<file path="src/rtl/tick_counter.sv">
// Prescaled enable tick driving a run/stop controlled up/down wrap counter.
// Single clock domain; the tick is a one-cycle enable, never a derived clock.
module tick_counter #(
    parameter int CLK_FREQ_HZ = 100_000_000,
    parameter int TICK_HZ     = 10,
    parameter int MAX_COUNT   = 9999,
    parameter int CNT_W       = 14
) (
    input  logic             clk,
    input  logic             reset,
    input  logic             i_run_stop,
    input  logic             i_clear,
    input  logic             i_mode,
    output logic [CNT_W-1:0] o_count,
    output logic             o_tick,
    output logic             o_wrap,
    output logic             o_running
);

    localparam int DIV   = CLK_FREQ_HZ / TICK_HZ;
    localparam int PRE_W = (DIV > 1) ? $clog2(DIV) : 1;

    localparam logic [PRE_W-1:0] PRE_LAST = PRE_W'(DIV - 1);
    localparam logic [PRE_W-1:0] PRE_ONE  = PRE_W'(1);
    localparam logic [CNT_W-1:0] CNT_MAX  = CNT_W'(MAX_COUNT);
    localparam logic [CNT_W-1:0] CNT_ONE  = CNT_W'(1);

    typedef enum logic [1:0] {
        ST_STOP  = 2'd0,
        ST_RUN   = 2'd1,
        ST_CLEAR = 2'd2
    } state_e;

    state_e            state_q, state_d;
    logic [PRE_W-1:0]  prescaler_q, prescaler_d;
    logic [CNT_W-1:0]  count_q, count_d;
    logic              tick_q, tick_d;
    logic              wrap_q, wrap_d;
    logic              running_q, running_d;
    logic              rs_q, clr_q;
    logic              rs_edge, clr_edge;

    // The tick cycle is completed even when a stop or clear request arrives on it.
    always_comb begin
        rs_edge     = i_run_stop & ~rs_q;
        clr_edge    = i_clear & ~clr_q;
        state_d     = state_q;
        prescaler_d = prescaler_q;
        count_d     = count_q;
        tick_d      = 1'b0;
        wrap_d      = 1'b0;

        case (state_q)
            ST_STOP: begin
                if (clr_edge) begin
                    state_d = ST_CLEAR;
                end else if (rs_edge) begin
                    state_d = ST_RUN;
                end
            end
            ST_RUN: begin
                if (prescaler_q == PRE_LAST) begin
                    prescaler_d = '0;
                    tick_d      = 1'b1;
                    if (i_mode) begin
                        if (count_q == '0) begin
                            count_d = CNT_MAX;
                            wrap_d  = 1'b1;
                        end else begin
                            count_d = count_q - CNT_ONE;
                        end
                    end else begin
                        if (count_q == CNT_MAX) begin
                            count_d = '0;
                            wrap_d  = 1'b1;
                        end else begin
                            count_d = count_q + CNT_ONE;
                        end
                    end
                end else begin
                    prescaler_d = prescaler_q + PRE_ONE;
                end

                if (clr_edge) begin
                    state_d = ST_CLEAR;
                end else if (rs_edge) begin
                    state_d = ST_STOP;
                end
            end
            ST_CLEAR: begin
                count_d     = '0;
                prescaler_d = '0;
                state_d     = ST_STOP;
            end
            default: begin
                state_d = ST_STOP;
            end
        endcase

        running_d = (state_d == ST_RUN);
    end

    always_ff @(posedge clk) begin
        if (reset) begin
            state_q     <= ST_STOP;
            prescaler_q <= '0;
            count_q     <= '0;
            tick_q      <= 1'b0;
            wrap_q      <= 1'b0;
            running_q   <= 1'b0;
            rs_q        <= 1'b0;
            clr_q       <= 1'b0;
        end else begin
            state_q     <= state_d;
            prescaler_q <= prescaler_d;
            count_q     <= count_d;
            tick_q      <= tick_d;
            wrap_q      <= wrap_d;
            running_q   <= running_d;
            rs_q        <= i_run_stop;
            clr_q       <= i_clear;
        end
    end

    assign o_count   = count_q;
    assign o_tick    = tick_q;
    assign o_wrap    = wrap_q;
    assign o_running = running_q;

endmodule
</file>
<file path="config.mk">
export PLATFORM = sky130hd
export DESIGN_NAME = tick_counter
export DESIGN_NICKNAME = d
export VERILOG_FILES = /design/src/rtl/tick_counter.sv
export SDC_FILE = /design/constraint.sdc
export NUM_CORES = 1
export LEC_CHECK = 0
export ABC_AREA = 1
export BUFFER_PORTS_ARGS = -buffer_cell sky130_fd_sc_hd__buf_2
export CELL_PAD_IN_SITES_DETAIL_PLACEMENT = 2
export CELL_PAD_IN_SITES_GLOBAL_PLACEMENT = 2
export CORE_ASPECT_RATIO = 1.5
export CORE_MARGIN = 1
export CORE_UTILIZATION = 33
export CTS_CLUSTER_SIZE = 16
export DETAILED_ROUTE_END_ITERATION = 8
export PLACE_DENSITY = 0.83
export SYNTH_ARGS = -nofsm -noshare
export SYNTH_HDL_FRONTEND = slang
export SYNTH_SLANG_ARGS = --single-unit
</file>
<file path="constraint.sdc">
create_clock -name clk -period 2.3 [get_ports clk]
set_input_delay 0.46 -clock clk [delete_from_list [all_inputs] [get_ports clk]]
set_output_delay 0.46 -clock clk [all_outputs]
set_load 0.05 [all_outputs]
</file>
==> impl_metrics.tcl, run 1 <==
set metrics [dict create \
    run_status "finished clean" \
    row_count 43 \
    synth_seq_cells 45 \
    finalHoldViolCount 0 \
    global_route.usage.total 0.253 \
    floorplan.initialDensity 0.340 \
    routed-via-count 3335 \
    cts.reportedPaths.clkPinSlew_ps 70 \
    syn_nets 503 \
    numClockSinks 45 \
    clk_path_buf_depth 2 \
    setup-violations-final 0 \
    final_critical_path_share_of_the_clock_period 0.851 \
    routed_wire_length_per_instance_um 18.3 \
    synth_area_um2 3130 \
    fmax_mhz 511 \
    met3_track_usage_gr 0.0338 \
    report.power.total_mw 2.11 \
    globalRoute.totalOverflow 0 \
    wl_mm 11.4 \
    post-synth-top-area-cell "sky130_fd_sc_hd__dfxtp_1" \
    synth_area_leaders "sky130_fd_sc_hd__dfxtp_1, sky130_fd_sc_hd__nand2_1, sky130_fd_sc_hd__nor2_1" \
    root_buffer "sky130_fd_sc_hd__clkbuf_16" \
    async_flop_share 0 \
    htree_num_levels 2 \
    fin_util 0.381 \
    layout_commonest_cell "sky130_fd_sc_hd__nand2_1" \
    grt_max_degree 18 \
    globalRouteMet2Util 0.516 \
    first_global_vias 3730 \
    syn_inst 492 \
    ys_types 38 \
    worst_hold_path_type "input port to flop" \
    synth_area_per_cell_um2 6.36 \
    final_cell_mix "sky130_fd_sc_hd__nand2_1, sky130_fd_sc_hd__nor2_1, sky130_fd_sc_hd__inv_1" \
    fillerInstances 1183 \
    rr_worst_depth 10 \
    insertedDiodeCount 0 \
    setup_total_negative_slack_ps 0 \
    cts_tree "yes" \
    timing.critical_path.fanout_max 6 \
    ys_warnings 0 \
    remaining_drc_errors 0 \
    io_buffers 21 \
    report.final.slew_viol_count 0 \
    finClkSkew_ps 7.30 \
    horizontal_die_dimension_um 81.5 \
    met1_usage 0.223 \
    grt_setup_unrepaired "false" \
    max-slew-margin-rel 0.674 \
    worst_pin_slew_ps 486 \
    synth_sequential_area_ratio 0.288 \
    total_of_hold_buffers_inserted_after_clock_tree_synthesis 0 \
    drv_cap 0 \
    final_hpwl_dp_mm 9.08 \
    final_period_minus_worst_setup_slack_ps 1960 \
    final_layout_size_suffix_gt1_frac 0.135 \
    die_h_um 121 \
    irDropWorstVdd_uv 363 \
    arrival_ps 2190 \
    drt-pass1-iter-count 4 \
    nets 523 \
    critical_path_start_type "flop" \
    end_kind "flop" \
    timing.hold.worst_path_depth 3 \
    whs_ps 413 \
    clk-insertion-delay-late_ps 300 \
    tritoncts.num_buffers 5 \
    static-leakage-power_nw 1.51 \
    count_of_flip_flops_with_a_built_in_enable_after_synthesis 0 \
    dieArea_um2 9880 \
    pin_count 22 \
    power_density_nw_per_um2 603 \
    cts_setup_buffers 0 \
    fraction_of_post_synthesis_cell_area_in_the_top_cell_type_by_area 0.288 \
    areaGrowthSynthToFinish_pct 12.2 \
    first_pass_grt_wire_length_mm 18.5 \
    total_core_area_um2 9200 \
    route.antenna.remaining_nets 0 \
    postSynth.topFlopCell "sky130_fd_sc_hd__dfxtp_1" \
    avgViaCountPerCell 5.34 \
    place_congestion 0.839 \
    gr-max-usage-layer "met2" \
    drt_iter0_drc 90 \
    critPathRequiredTime_ps 2530 \
    post_cts_repair_resize_count 0 \
    antenna_found_initial 0 \
    critical_path_class "flop to flop" \
]
-- state kept, by name, summed over array words and instances (netlist names) --
register     flops
clr_q            1
rs_q             1
state_q          2
o_count         14
o_running        1
o_wrap           1
prescaler_q     24
o_tick           1
-- per-stage QoR --
stage	cell area [µm²]	cells	setup slack, ps
after floorplan	3130	492	468
after global placement	3340	617	393
after detailed placement	3340	617	336
after CTS	3510	625	323
after global routing	3510	625	136
final	3510	625	343
-- worst max-delay path, cell delays in order, from the launching register on --
cell                      delay [ps]
sky130_fd_sc_hd__dfxtp_1         370
sky130_fd_sc_hd__ha_1            250
sky130_fd_sc_hd__nand2_1         130
sky130_fd_sc_hd__inv_1            80
sky130_fd_sc_hd__nand2_1         110
sky130_fd_sc_hd__nor2_1           70
sky130_fd_sc_hd__nand3_1         130
sky130_fd_sc_hd__nand2_1         150
sky130_fd_sc_hd__nor2_1          340
sky130_fd_sc_hd__nand3_1         120
sky130_fd_sc_hd__a21oi_1         150
-- path summary, 6_finish.rpt --
path,startpoint,end,slack [ps]
hold reg to reg,prescaler_q[19],prescaler_q[19],480
setup / recovery,o_count[0],o_count[13],340
hold / removal,i_run_stop,rs_q,410
setup reg to reg,o_count[0],o_count[13],340
-- routing by layer --
layer | vias to the layer above | wire length (µm)
met5 | - | 0
met4 | 0 | 501
met3 | 32 | 221
met2 | 50 | 6740
met1 | 1623 | 3980
li1 | 1630 | -
-- synth_stat cells, types with 2 or more instances --
| cell type | count |
|---|---|
| sky130_fd_sc_hd__nand3_2 | 2 |
| sky130_fd_sc_hd__xor2_1 | 8 |
| sky130_fd_sc_hd__nor2_4 | 3 |
| sky130_fd_sc_hd__nor3_2 | 2 |
| sky130_fd_sc_hd__nor3b_1 | 3 |
| sky130_fd_sc_hd__dfxtp_1 | 45 |
| sky130_fd_sc_hd__a21oi_2 | 3 |
| sky130_fd_sc_hd__inv_2 | 4 |
| sky130_fd_sc_hd__o21ai_1 | 2 |
| sky130_fd_sc_hd__nand2_2 | 4 |
| sky130_fd_sc_hd__a21oi_1 | 27 |
| sky130_fd_sc_hd__o211ai_1 | 3 |
| sky130_fd_sc_hd__nand3_1 | 51 |
| sky130_fd_sc_hd__nor4_1 | 2 |
| sky130_fd_sc_hd__ha_1 | 6 |
| sky130_fd_sc_hd__nand2_4 | 2 |
| sky130_fd_sc_hd__clkbuf_1 | 6 |
| sky130_fd_sc_hd__buf_2 | 4 |
| sky130_fd_sc_hd__nand4_1 | 20 |
| sky130_fd_sc_hd__buf_1 | 2 |
| sky130_fd_sc_hd__o21ai_0 | 12 |
| sky130_fd_sc_hd__inv_1 | 56 |
| sky130_fd_sc_hd__nor2_1 | 77 |
| sky130_fd_sc_hd__nor2_2 | 6 |
| sky130_fd_sc_hd__nand3_4 | 3 |
| sky130_fd_sc_hd__nor3_1 | 11 |
| sky130_fd_sc_hd__nand2_1 | 115 |
| sky130_fd_sc_hd__o21a_1 | 3 |
-- final cells by class --
class / instances / area, µm² / area share
timing repair buffer: 27 / 150 / 0.0428
clock buffer: 5 / 125 / 0.0357
clock inverter: 3 / 46.3 / 0.0132
tap: 112 / 140 / 0.0400
multi-input combinational: 373 / 1920 / 0.547
inverter: 60 / 225 / 0.0642
sequential: 45 / 901 / 0.257
-- where the power goes --
part           internal (mW)  leakage (nW)  switching (mW)  total [mW]
clock                  0.515        0.0800           0.325       0.839
combinational          0.126          1.07           0.319       0.446
sequential             0.799         0.364          0.0313       0.830
-- kinds of logic (layout without fill, tap and decap cells) --
| logic type | Yosys count | count (layout) | synth area share |
|---|---|---|---|
| compound gates | 53 | 53 | 0.0964 |
| xor+xnor | 8 | 8 | 0.0224 |
| fa+ha+maj | 6 | 6 | 0.0240 |
| buf+inv | 74 | 95 | 0.0980 |
| flops | 45 | 45 | 0.288 |
| simple gates | 306 | 306 | 0.471 |
Note: power is estimated with default switching activity, not from simulation.
==> run 2: changes to the inputs <==
ABC_AREA = not set   (was 1)
CORE_UTILIZATION = 36   (was 33)
PLACE_DENSITY = 0.84   (was 0.83)
==> run 2 against run 1 <==
Wire length is 17% lower. Largest power group is now sequential cells. First-iteration DRC count increased by 12%. Highest routed layer unchanged. Clock-buffer cell count rose by 3.
==> impl_metrics.tcl, run 2 <==
set metrics [dict create \
    run_status "finished clean" \
    root_buffer "sky130_fd_sc_hd__clkbuf_8" \
    max-slew-margin-rel 0.572 \
    cts_tree "yes" \
    slowest_stage "sky130_fd_sc_hd__or4b_2" \
    grt_setup_unrepaired "false" \
    synth_area_um2 2720 \
    insertedDiodeCount 0 \
    power_density_nw_per_um2 556 \
    flip_flop_count_of_the_largest_register_all_copies_and_words_added 24 \
    regMostFlops "prescaler_q" \
    least_setup_slack_across_all_paths_after_layout_ps 121 \
    row_count 38 \
    first_pass_grt_wire_length_mm 15.1 \
    report.final.slew_viol_count 0 \
    final_hpwl_dp_mm 7.38 \
    clk-insertion-delay-late_ps 310 \
    pin_count 22 \
    drv_cap 0 \
    final_period_minus_worst_setup_slack_ps 2180 \
    routed-via-count 2766 \
    total_of_hold_buffers_inserted_after_clock_tree_synthesis 0 \
    numClockSinks 45 \
    ys_warnings 0 \
    final_critical_path_share_of_the_clock_period 0.947 \
    areaGrowthSynthToFinish_pct 17.4 \
    most_repeated_cell_in_the_gate_level_netlist_after_synthesis "sky130_fd_sc_hd__dfxtp_1" \
    synth_area_leaders "sky130_fd_sc_hd__dfxtp_1, sky130_fd_sc_hd__nor2_1, sky130_fd_sc_hd__xnor2_1" \
    horizontal_die_dimension_um 72.9 \
    wl_mm 9.48 \
    synth_area_per_cell_um2 8.08 \
    dieArea_um2 7900 \
    synth_seq_cells 45 \
    cts.reportedPaths.clkPinSlew_ps 90 \
    grt_max_degree 21 \
    worst_hold_path_type "input port to flop" \
    count_of_flip_flops_with_a_built_in_enable_after_synthesis 0 \
    syn_inst 336 \
    tritoncts.num_buffers 5 \
    total_core_area_um2 7270 \
    avgViaCountPerCell 5.87 \
    async_flop_share 0 \
    fraction_of_post_synthesis_cell_area_in_the_top_cell_type_by_area 0.332 \
    worst_pin_slew_ps 626 \
    drt-pass1-iter-count 4 \
    first_global_vias 3010 \
    finClkSkew_ps 8.23 \
    io_buffers 21 \
    worst_path_largest_cell_delay_ps 610 \
    critPathRequiredTime_ps 2540 \
    worst-path-buf-inv 1 \
    synth_sequential_area_ratio 0.332 \
    timing.critical_path.fanout_max 8 \
    preCtsSetupSlack_ps -73.5 \
    drt_iter0_drc 101 \
    cts_setup_buffers 0 \
    nets 381 \
    layout_commonest_cell "sky130_fd_sc_hd__dfxtp_1" \
    fmax_mhz 459 \
    postSynth.topFlopCell "sky130_fd_sc_hd__dfxtp_1" \
    critical_path_class "flop to flop" \
    clk_path_buf_depth 2 \
    setup-violations-final 0 \
    worst_path_dominant_cell_family "simple AND/OR/NAND/NOR gates" \
    setup_total_negative_slack_ps 0 \
    floorplan.initialDensity 0.373 \
    post-synth-top-area-cell "sky130_fd_sc_hd__dfxtp_1" \
    final_cell_mix "sky130_fd_sc_hd__dfxtp_1, sky130_fd_sc_hd__nor2_1, sky130_fd_sc_hd__buf_4" \
    globalRoute.totalOverflow 0 \
    crit_path_cell_trace "inv_1 -> ha_1 -> or3b_4 -> nor3_2 -> nand3_1 -> or4b_2 -> a31oi_1" \
    routed_wire_length_per_instance_um 20.1 \
    die_h_um 108 \
    route.antenna.remaining_nets 0 \
    htree_num_levels 2 \
    remaining_drc_errors 0 \
    global_route.usage.total 0.254 \
    arrival_ps 2420 \
    finalHoldViolCount 0 \
    antenna_found_initial 0 \
    yosys-top-cells-count "sky130_fd_sc_hd__dfxtp_1, sky130_fd_sc_hd__nor2_1, sky130_fd_sc_hd__nand2_1" \
    static-leakage-power_nw 1.20 \
    end_kind "flop" \
    irDropWorstVdd_uv 376 \
    place_congestion 0.904 \
    ys_types 62 \
    syn_nets 347 \
    final_layout_size_suffix_gt1_frac 0.202 \
    critical_path_start_type "flop" \
]
## run 2: changes by cell type after synthesis, sizes merged, moves of 11 or more
cell,delta
inv,-43
and3,+11
xnor2,+12
nor2,-55
a21oi,-14
nand2,-99
nand3,-46
## run 2: timing repair
item,CTS,global route
resized for setup,2,9
endpoints found under the setup margin,2,9
endpoints found under the hold margin,0,0
pin swaps,0,0
## run 2: cells by family after synthesis
logic type | after synthesis | synth area share
AO/OA/AOI/OAI | 76 | 0.189
XOR/XNOR | 18 | 0.0581
AND/OR/NAND/NOR | 151 | 0.328
multiplexers | 3 | 0.0115
adder cells (fa/ha/maj) | 6 | 0.0276
buffers and inverters | 37 | 0.0539
flip-flops | 45 | 0.332
## run 2: final cells by class
type	count	area [µm²]
flip-flops and latches	45	905
inverters	17	63.8
clock buffers	8	80.1
fillers	859	4090
repair buffers	47	300
well taps	100	125
multi-input cells	254	1710
## run 2: worst paths after layout
check                           cells past startpoint              to  slack (ps)            from
worst min-delay path                                2           clr_q         390         i_clear
worst max-delay path                                7      o_count[7]         120      o_count[0]
worst max register to register                      7      o_count[7]         120      o_count[0]
worst min register to register                      2  prescaler_q[1]         500  prescaler_q[1]
## run 2: report_power, final
part           internal (mW)  switching, mW
clock network          0.216          0.275
logic                  0.167          0.292
registers              0.799         0.0248
## run 2: per-stage QoR
step                      cells  instance area, µm²  hold slack, ps  utilization  power (mW)
after floorplan             336                2720             457            -        1.11
after global placement      463                3060             470        0.421        1.26
after detailed placement    463                3060             488        0.421        1.28
after CTS                   471                3150             389        0.433        1.78
after global routing        471                3190             413        0.438        1.86
final                       471                3190             389        0.438        1.77
## run 2: layer usage
metal | track usage | share of wire | wire, µm | up-vias
met5 | 0 | 0 | 0 | -
met4 | 0.134 | 0.041 | 392 | 0
met3 | 0.0317 | 0.015 | 139 | 24
met2 | 0.509 | 0.57 | 5370 | 41
met1 | 0.241 | 0.38 | 3580 | 1386
li1 | - | - | - | 1315
## run 2: worst register-to-register path: cells and delay by family (launching register included)
family                   cells  cell delay [ps]
buffers and inverters        1               70
adder cells (fa/ha/maj)      1              210
flip-flops                   1              420
AND/OR/NAND/NOR              4             1230
AO/OA/AOI/OAI                1              180
